### src/rtl/uart_rx_param_if.sv
// Bus between the UART receiver and its line/consumer side.
// The receiver uses the slave modport; the line driver and consumer use master.
interface uart_rx_param_if #(
  parameter int DATA_BITS = 8
);
  logic                 rx;
  logic                 baud_tick;
  logic                 data_ready;
  logic [DATA_BITS-1:0] data_out;
  logic                 data_valid;
  logic                 parity_error;
  logic                 framing_error;
  logic                 overrun_error;
  logic                 busy;
  logic [2:0]           fsm_state;

  modport master (
    output rx, baud_tick, data_ready,
    input  data_out, data_valid, parity_error, framing_error, overrun_error, busy, fsm_state
  );

  modport slave (
    input  rx, baud_tick, data_ready,
    output data_out, data_valid, parity_error, framing_error, overrun_error, busy, fsm_state
  );
endinterface

### src/rtl/uart_rx_param.sv
// Parametrised UART receiver with a valid/ready holding register and overrun flag.
// Define UART_RX_MAJORITY_EN for 2-of-3 majority sampling around each sample point.
module uart_rx_param #(
  parameter int DATA_BITS   = 8,
  parameter int PARITY_MODE = 0,
  parameter int STOP_BITS   = 1,
  parameter int OVERSAMPLE  = 16
) (
  input  logic             CLK,
  input  logic             RST,
  uart_rx_param_if.slave   bus
);
  localparam int MAXB = (DATA_BITS > STOP_BITS) ? DATA_BITS : STOP_BITS;
  localparam int TW   = $clog2(OVERSAMPLE);
  localparam int BW   = $clog2(MAXB);

  localparam logic [TW-1:0] TICK_MID  = TW'(OVERSAMPLE / 2 - 1);
  localparam logic [TW-1:0] TICK_LAST = TW'(OVERSAMPLE - 1);
  localparam logic [BW-1:0] DATA_LAST = BW'(DATA_BITS - 1);
  localparam logic [BW-1:0] STOP_LAST = BW'(STOP_BITS - 1);

  localparam logic [2:0] S_IDLE   = 3'd0;
  localparam logic [2:0] S_START  = 3'd1;
  localparam logic [2:0] S_DATA   = 3'd2;
  localparam logic [2:0] S_PARITY = 3'd3;
  localparam logic [2:0] S_STOP   = 3'd4;

  logic [2:0]           state_q, state_d;
  logic [TW-1:0]        tick_q, tick_d;
  logic [BW-1:0]        bit_q, bit_d;
  logic [DATA_BITS-1:0] shift_q, shift_d;
  logic                 par_err_q, par_err_d;
  logic                 frm_err_q, frm_err_d;
  logic [DATA_BITS-1:0] data_q, data_d;
  logic                 valid_q, valid_d;
  logic                 pe_q, pe_d;
  logic                 fe_q, fe_d;
  logic                 ovr_q, ovr_d;

  logic                 sample_w;
  logic                 commit;
  logic                 frame_fe;
  logic                 hs;

`ifdef UART_RX_MAJORITY_EN
  // Holds rx from the two ticks preceding the current one.
  logic [1:0] hist_q, hist_d;

  assign hist_d   = {hist_q[0], bus.rx};
  assign sample_w = (hist_q[1] & hist_q[0]) | (hist_q[1] & bus.rx) | (hist_q[0] & bus.rx);

  always_ff @(posedge CLK) begin
    if (RST) begin
      hist_q <= 2'b11;
    end else if (bus.baud_tick) begin
      hist_q <= hist_d;
    end
  end
`else
  assign sample_w = bus.rx;
`endif

  always_comb begin
    state_d   = state_q;
    tick_d    = tick_q;
    bit_d     = bit_q;
    shift_d   = shift_q;
    par_err_d = par_err_q;
    frm_err_d = frm_err_q;
    commit    = 1'b0;
    frame_fe  = frm_err_q;

    if (bus.baud_tick) begin
      case (state_q)
        S_IDLE: begin
          if (!bus.rx) begin
            state_d = S_START;
            tick_d  = '0;
          end
        end
        S_START: begin
          if (tick_q == TICK_MID) begin
            if (sample_w) begin
              state_d = S_IDLE;
            end else begin
              state_d   = S_DATA;
              tick_d    = '0;
              bit_d     = '0;
              par_err_d = 1'b0;
              frm_err_d = 1'b0;
            end
          end else begin
            tick_d = tick_q + 1'b1;
          end
        end
        S_DATA: begin
          if (tick_q == TICK_LAST) begin
            tick_d  = '0;
            shift_d = {sample_w, shift_q[DATA_BITS-1:1]};
            if (bit_q == DATA_LAST) begin
              bit_d   = '0;
              state_d = (PARITY_MODE != 0) ? S_PARITY : S_STOP;
            end else begin
              bit_d = bit_q + 1'b1;
            end
          end else begin
            tick_d = tick_q + 1'b1;
          end
        end
        S_PARITY: begin
          if (tick_q == TICK_LAST) begin
            tick_d    = '0;
            par_err_d = (PARITY_MODE == 2) ? ~((^shift_q) ^ sample_w) : ((^shift_q) ^ sample_w);
            state_d   = S_STOP;
          end else begin
            tick_d = tick_q + 1'b1;
          end
        end
        S_STOP: begin
          if (tick_q == TICK_LAST) begin
            tick_d    = '0;
            frame_fe  = frm_err_q | ~sample_w;
            frm_err_d = frame_fe;
            if (bit_q == STOP_LAST) begin
              bit_d   = '0;
              commit  = 1'b1;
              state_d = S_IDLE;
            end else begin
              bit_d = bit_q + 1'b1;
            end
          end else begin
            tick_d = tick_q + 1'b1;
          end
        end
        default: state_d = S_IDLE;
      endcase
    end
  end

  // Handshake: a word transfers on any cycle with data_valid and data_ready both high.
  // A frame finishing in that same cycle refills the register; one finishing while the
  // register is full and not being taken is dropped and raises the sticky overrun flag.
  always_comb begin
    data_d  = data_q;
    valid_d = valid_q;
    pe_d    = pe_q;
    fe_d    = fe_q;
    ovr_d   = ovr_q;
    hs      = valid_q & bus.data_ready;

    if (hs) begin
      valid_d = 1'b0;
      ovr_d   = 1'b0;
    end
    if (commit) begin
      if (!valid_q || hs) begin
        data_d  = shift_q;
        pe_d    = par_err_q;
        fe_d    = frame_fe;
        valid_d = 1'b1;
      end else begin
        ovr_d = 1'b1;
      end
    end
  end

  always_ff @(posedge CLK) begin
    if (RST) begin
      state_q   <= S_IDLE;
      tick_q    <= '0;
      bit_q     <= '0;
      shift_q   <= '0;
      par_err_q <= 1'b0;
      frm_err_q <= 1'b0;
      data_q    <= '0;
      valid_q   <= 1'b0;
      pe_q      <= 1'b0;
      fe_q      <= 1'b0;
      ovr_q     <= 1'b0;
    end else begin
      state_q   <= state_d;
      tick_q    <= tick_d;
      bit_q     <= bit_d;
      shift_q   <= shift_d;
      par_err_q <= par_err_d;
      frm_err_q <= frm_err_d;
      data_q    <= data_d;
      valid_q   <= valid_d;
      pe_q      <= pe_d;
      fe_q      <= fe_d;
      ovr_q     <= ovr_d;
    end
  end

  assign bus.data_out      = data_q;
  assign bus.data_valid    = valid_q;
  assign bus.parity_error  = pe_q;
  assign bus.framing_error = fe_q;
  assign bus.overrun_error = ovr_q;
  assign bus.busy          = (state_q != S_IDLE);
  assign bus.fsm_state     = state_q;
endmodule

### src/flat_wrapper.sv
// flat-port wrapper written by rule: the top's interface ports become plain ports
module uart_rx_param_flat 
#(
  parameter int DATA_BITS   = 8,
  parameter int PARITY_MODE = 0,
  parameter int STOP_BITS   = 1,
  parameter int OVERSAMPLE  = 16
)
  (CLK, RST, bus_rx, bus_baud_tick, bus_data_ready, bus_data_out, bus_data_valid, bus_parity_error, bus_framing_error, bus_overrun_error, bus_busy, bus_fsm_state);
  uart_rx_param_if #(.DATA_BITS(DATA_BITS)) bus_i ();
  input  logic CLK;
  input  logic RST;
  input wire logic [$bits(bus_i.rx)-1:0] bus_rx;
  input wire logic [$bits(bus_i.baud_tick)-1:0] bus_baud_tick;
  input wire logic [$bits(bus_i.data_ready)-1:0] bus_data_ready;
  output wire logic [$bits(bus_i.data_out)-1:0] bus_data_out;
  output wire logic [$bits(bus_i.data_valid)-1:0] bus_data_valid;
  output wire logic [$bits(bus_i.parity_error)-1:0] bus_parity_error;
  output wire logic [$bits(bus_i.framing_error)-1:0] bus_framing_error;
  output wire logic [$bits(bus_i.overrun_error)-1:0] bus_overrun_error;
  output wire logic [$bits(bus_i.busy)-1:0] bus_busy;
  output wire logic [$bits(bus_i.fsm_state)-1:0] bus_fsm_state;
  assign bus_i.rx = bus_rx;
  assign bus_i.baud_tick = bus_baud_tick;
  assign bus_i.data_ready = bus_data_ready;
  assign bus_data_out = bus_i.data_out;
  assign bus_data_valid = bus_i.data_valid;
  assign bus_parity_error = bus_i.parity_error;
  assign bus_framing_error = bus_i.framing_error;
  assign bus_overrun_error = bus_i.overrun_error;
  assign bus_busy = bus_i.busy;
  assign bus_fsm_state = bus_i.fsm_state;
  uart_rx_param #(.DATA_BITS(DATA_BITS), .PARITY_MODE(PARITY_MODE), .STOP_BITS(STOP_BITS), .OVERSAMPLE(OVERSAMPLE)) u_core (.CLK(CLK), .RST(RST), .bus(bus_i));
endmodule
### config.mk
export PLATFORM = sky130hd
export DESIGN_NAME = uart_rx_param_flat
export DESIGN_NICKNAME = d
export VERILOG_FILES = /design/src/rtl/uart_rx_param_if.sv /design/src/rtl/uart_rx_param.sv /design/src/flat_wrapper.sv
export SDC_FILE = /design/constraint.sdc
export NUM_CORES = 1
export LEC_CHECK = 0
export ABC_AREA = 1
export CAP_MARGIN = 20
export CORE_MARGIN = 2
export CORE_UTILIZATION = 45
export CTS_CLUSTER_SIZE = 14
export DETAILED_ROUTE_END_ITERATION = 10
export PLACE_DENSITY = 0.71
export RECOVER_POWER = 100
export SYNTH_ARGS = -nofsm -noshare
export SYNTH_HDL_FRONTEND = slang
export SYNTH_SLANG_ARGS = --single-unit
export TNS_END_PERCENT = 10
### constraint.sdc
create_clock -name CLK -period 3.04 [get_ports CLK]
set_clock_uncertainty 0.2 [all_clocks]
set_input_delay 0.608 -clock CLK [delete_from_list [all_inputs] [get_ports CLK]]
set_output_delay 0.608 -clock CLK [all_outputs]
set_load 0.01 [all_outputs]
==> out/qor.csv <==
metric,value,unit
status,finished clean,
cts_setup_buffers,0,
fillCellCount,370,
synth_top_area_cell,dfxtp_1,
cts-root-buf,clkbuf_8,
cp.arrival,2540,ps
min_from,u_core.bus.framing_error$_SDFFE_PP0P_,
synthCells,258,
fin_area,2060,um^2
rsz0062_at_grt,no,
synth_edf_count,0,
synthFlopType,dfxtp_1,
wirelength_met1,1820,um
grt_max_degree,26,
required,3020,ps
cp-end-kind,flip-flop,
hold_path.class,reg2reg,
drtIter0Drc,96,
rows,22,
cts.sinks,32,
place_area,2000,um^2
worst-path-max-fanout,9,
startpoint_type,primary input,
postCtsHoldBufs,0,
n_antenna_cell,0,
clkTransAtPathRegs,70,ps
syn_area,1760,um^2
vias_per_cell,5.02,
grt_pass1_vias,1578,
hold_viol_final,0,
die_w,66.5,um
fin_nets,291,
drv_cap,0,
io_pins,21,
ctsResizeCount,0,
grt_antenna_before_repair,0,
cts_tree,done,
holdPathEnd,u_core.bus.framing_error$_SDFFE_PP0P_,
final_util,55.6,%
synth_top_area_share,36.5,%
htreeDepth,2,
timing.setup.tns,0,ps
worstSetupPathType,in2reg,
leakage,0.956,nW
clkLatencyLatePin,290,ps
wl_met3,130,um
p_total,0.00130,W
synth_area_leaders,"dfxtp_1 36%, nand2_1 14%, o21ai_0 6.6%",
ant_nets,0,
multiInputGateArea,916,um^2
period_needed,2560,ps
synth.avg_cell_area,6.80,um^2
routed.top_layer,met4,
portBuffers,20,
r2r_cells,8,
vias,1663,
regToRegEndpoint,u_core.bus.framing_error$_SDFFE_PP0P_,
synth.net_count,267,
wire_per_inst,11.7,um
slew_viol_final,0,
slew-limit-headroom,27.9,%
synth.distinct_cells,29,
asyncSetResetFlopFracSynth,0,%
r2r-start,u_core.tick_q[0]$_SDFFE_PP0P_,
grt_pass1_wl,6680,um
power.density,629,nW/um^2
whs_path_depth,2,
drc,0,
synth-seq-area-share,36.5,%
dpl.hpwl,2870,um
initial_core_util,47.2,%
drt_wl_total,3890,um
die_y,66.5,um
synth_most_common_cell,nand2_1,
grt_usage,19.7,%
clockBufferDepth,2,
rrSetupSlack,630,ps
ys_ff_latch,32,
drive_above_1_share,9.89,%
synth_common_cells,"65 x nand2_1, 32 x dfxtp_1, 28 x nor2_1, 26 x inv_1, 23 x o21ai_0",
fmax,0.390,GHz
syn_to_final_growth,17.6,%
tightest_slew,1070,ps
wl_met2,1890,um
finalSetupViolCount,0,
gp_congestion,0.820,
regArea,641,um^2
numCtsBuffers,5,
fp.coreArea,3720,um^2
gr-total-overflow,0,
fin_crit_sh,84.3,%
ir_drop,424,uV
die_area,4420,um^2
yosys_warnings,0,
first_pass_iters,4,
metal layers:
metal / track usage [%] / vias to the layer above
li1: - / 882
met1: 23.7 / 742
met2: 34.5 / 33
met3: 4.05 / 6
met4: 6.89 / 0
met5: 0 / -
where the power goes:
group          leakage (nW)  total (W)  switching, W  internal [W]
combinational         0.643   0.000397      0.000252      0.000146
sequential            0.259   0.000493     0.0000427      0.000450
clock                0.0541   0.000409      0.000167      0.000242
state kept, by name, summed over array words and instances (netlist names):
name / flops
u_core.bus.data_out: 8
u_core.shift_q: 8
u_core.tick_q: 4
u_core.bit_q: 3
u_core.bus.fsm_state: 3
u_core.bus.data_valid: 1
u_core.bus.framing_error: 1
u_core.bus.overrun_error: 1
u_core.bus.parity_error: 1
u_core.frm_err_q: 1
u_core.par_err_q: 1
worst max-delay path, stage by stage:
cell           delay (ps)
dlygate4sd3_1         690
nand2_4                70
nor3_1                820
nand2_2               130
o21ai_1               170
a21oi_1                50
cells by family (layout without fill, tap and decap cells):
kind of cell | Yosys count | in the layout | share of synthesized area [%]
and+or+nand+nor | 120 | 120 | 31.9
xor gates and xnor gates | 1 | 1 | 0.499
adders and majority gates | 4 | 4 | 2.85
AOI/OAI and AO/OA | 63 | 63 | 19.7
buffers and inverters | 38 | 63 | 8.48
DFF | 32 | 32 | 36.5
stage by stage:
stage | hold slack [ps] | worst slack (ps) | instances
final | 255 | 476 | 331
after global routing | 270 | 397 | 331
after CTS | 261 | 649 | 331
after detailed placement | 250 | 713 | 323
after global placement | 249 | 761 | 323
after floorplan | 245 | 1350 | 258
area by class of cell:
type / count / area share, %
clock buffer: 5 / 3.33
clock inverter: 3 / 2.06
sequential: 32 / 31.0
tap: 48 / 2.91
multi-input combinational: 188 / 44.4
inverter: 34 / 6.24
timing repair buffer: 21 / 10.1
layout by cell type, fill, tap and decap left out:
cell,synthesis,routed
nand2_1,65,65
dfxtp_1,32,32
nor2_1,28,30
inv_1,26,27
o21ai_0,23,25
a21oi_1,21,22
dlygate4sd3_1,0,19
nand3_1,9,10
a31oi_1,9,9
nand2_2,5,5
clkbuf_8,0,5
inv_2,5,4
ha_1,4,4
nor3_1,2,3
nor2_2,2,2
clkinv_1,2,2
nand3_2,3,2
nand2_4,2,2
o21ai_1,4,2
o21ai_2,2,2
clkinv_2,1,2
nand4_1,0,1
a21oi_2,2,1
a21boi_0,1,1
xor2_1,1,1
o21a_1,1,1
bufinv_16,0,1
clkinvlp_4,0,1
clkdlybuf4s50_1,0,1
buf_4,1,1
worst max path at each step:
stage                                          from                               endpoint  cells after the start  slack (ps)
2_1_floorplan          u_core.bit_q[0]$_SDFFE_PP0P_  u_core.bus.framing_error$_SDFFE_PP0P_                      9        1350
3_3_place_gp                          bus_baud_tick  u_core.bus.framing_error$_SDFFE_PP0P_                      6         760
3_5_place_dp                          bus_baud_tick  u_core.bus.framing_error$_SDFFE_PP0P_                      6         710
4_1_cts        u_core.bus.fsm_state[1]$_SDFFE_PP0P_                               bus_busy                      3         650
5_1_grt                               bus_baud_tick   u_core.bus.parity_error$_SDFFE_PP0P_                      6         400
6_report                              bus_baud_tick  u_core.bus.framing_error$_SDFFE_PP0P_                      6         480
Power figures use the tool's default switching activity.
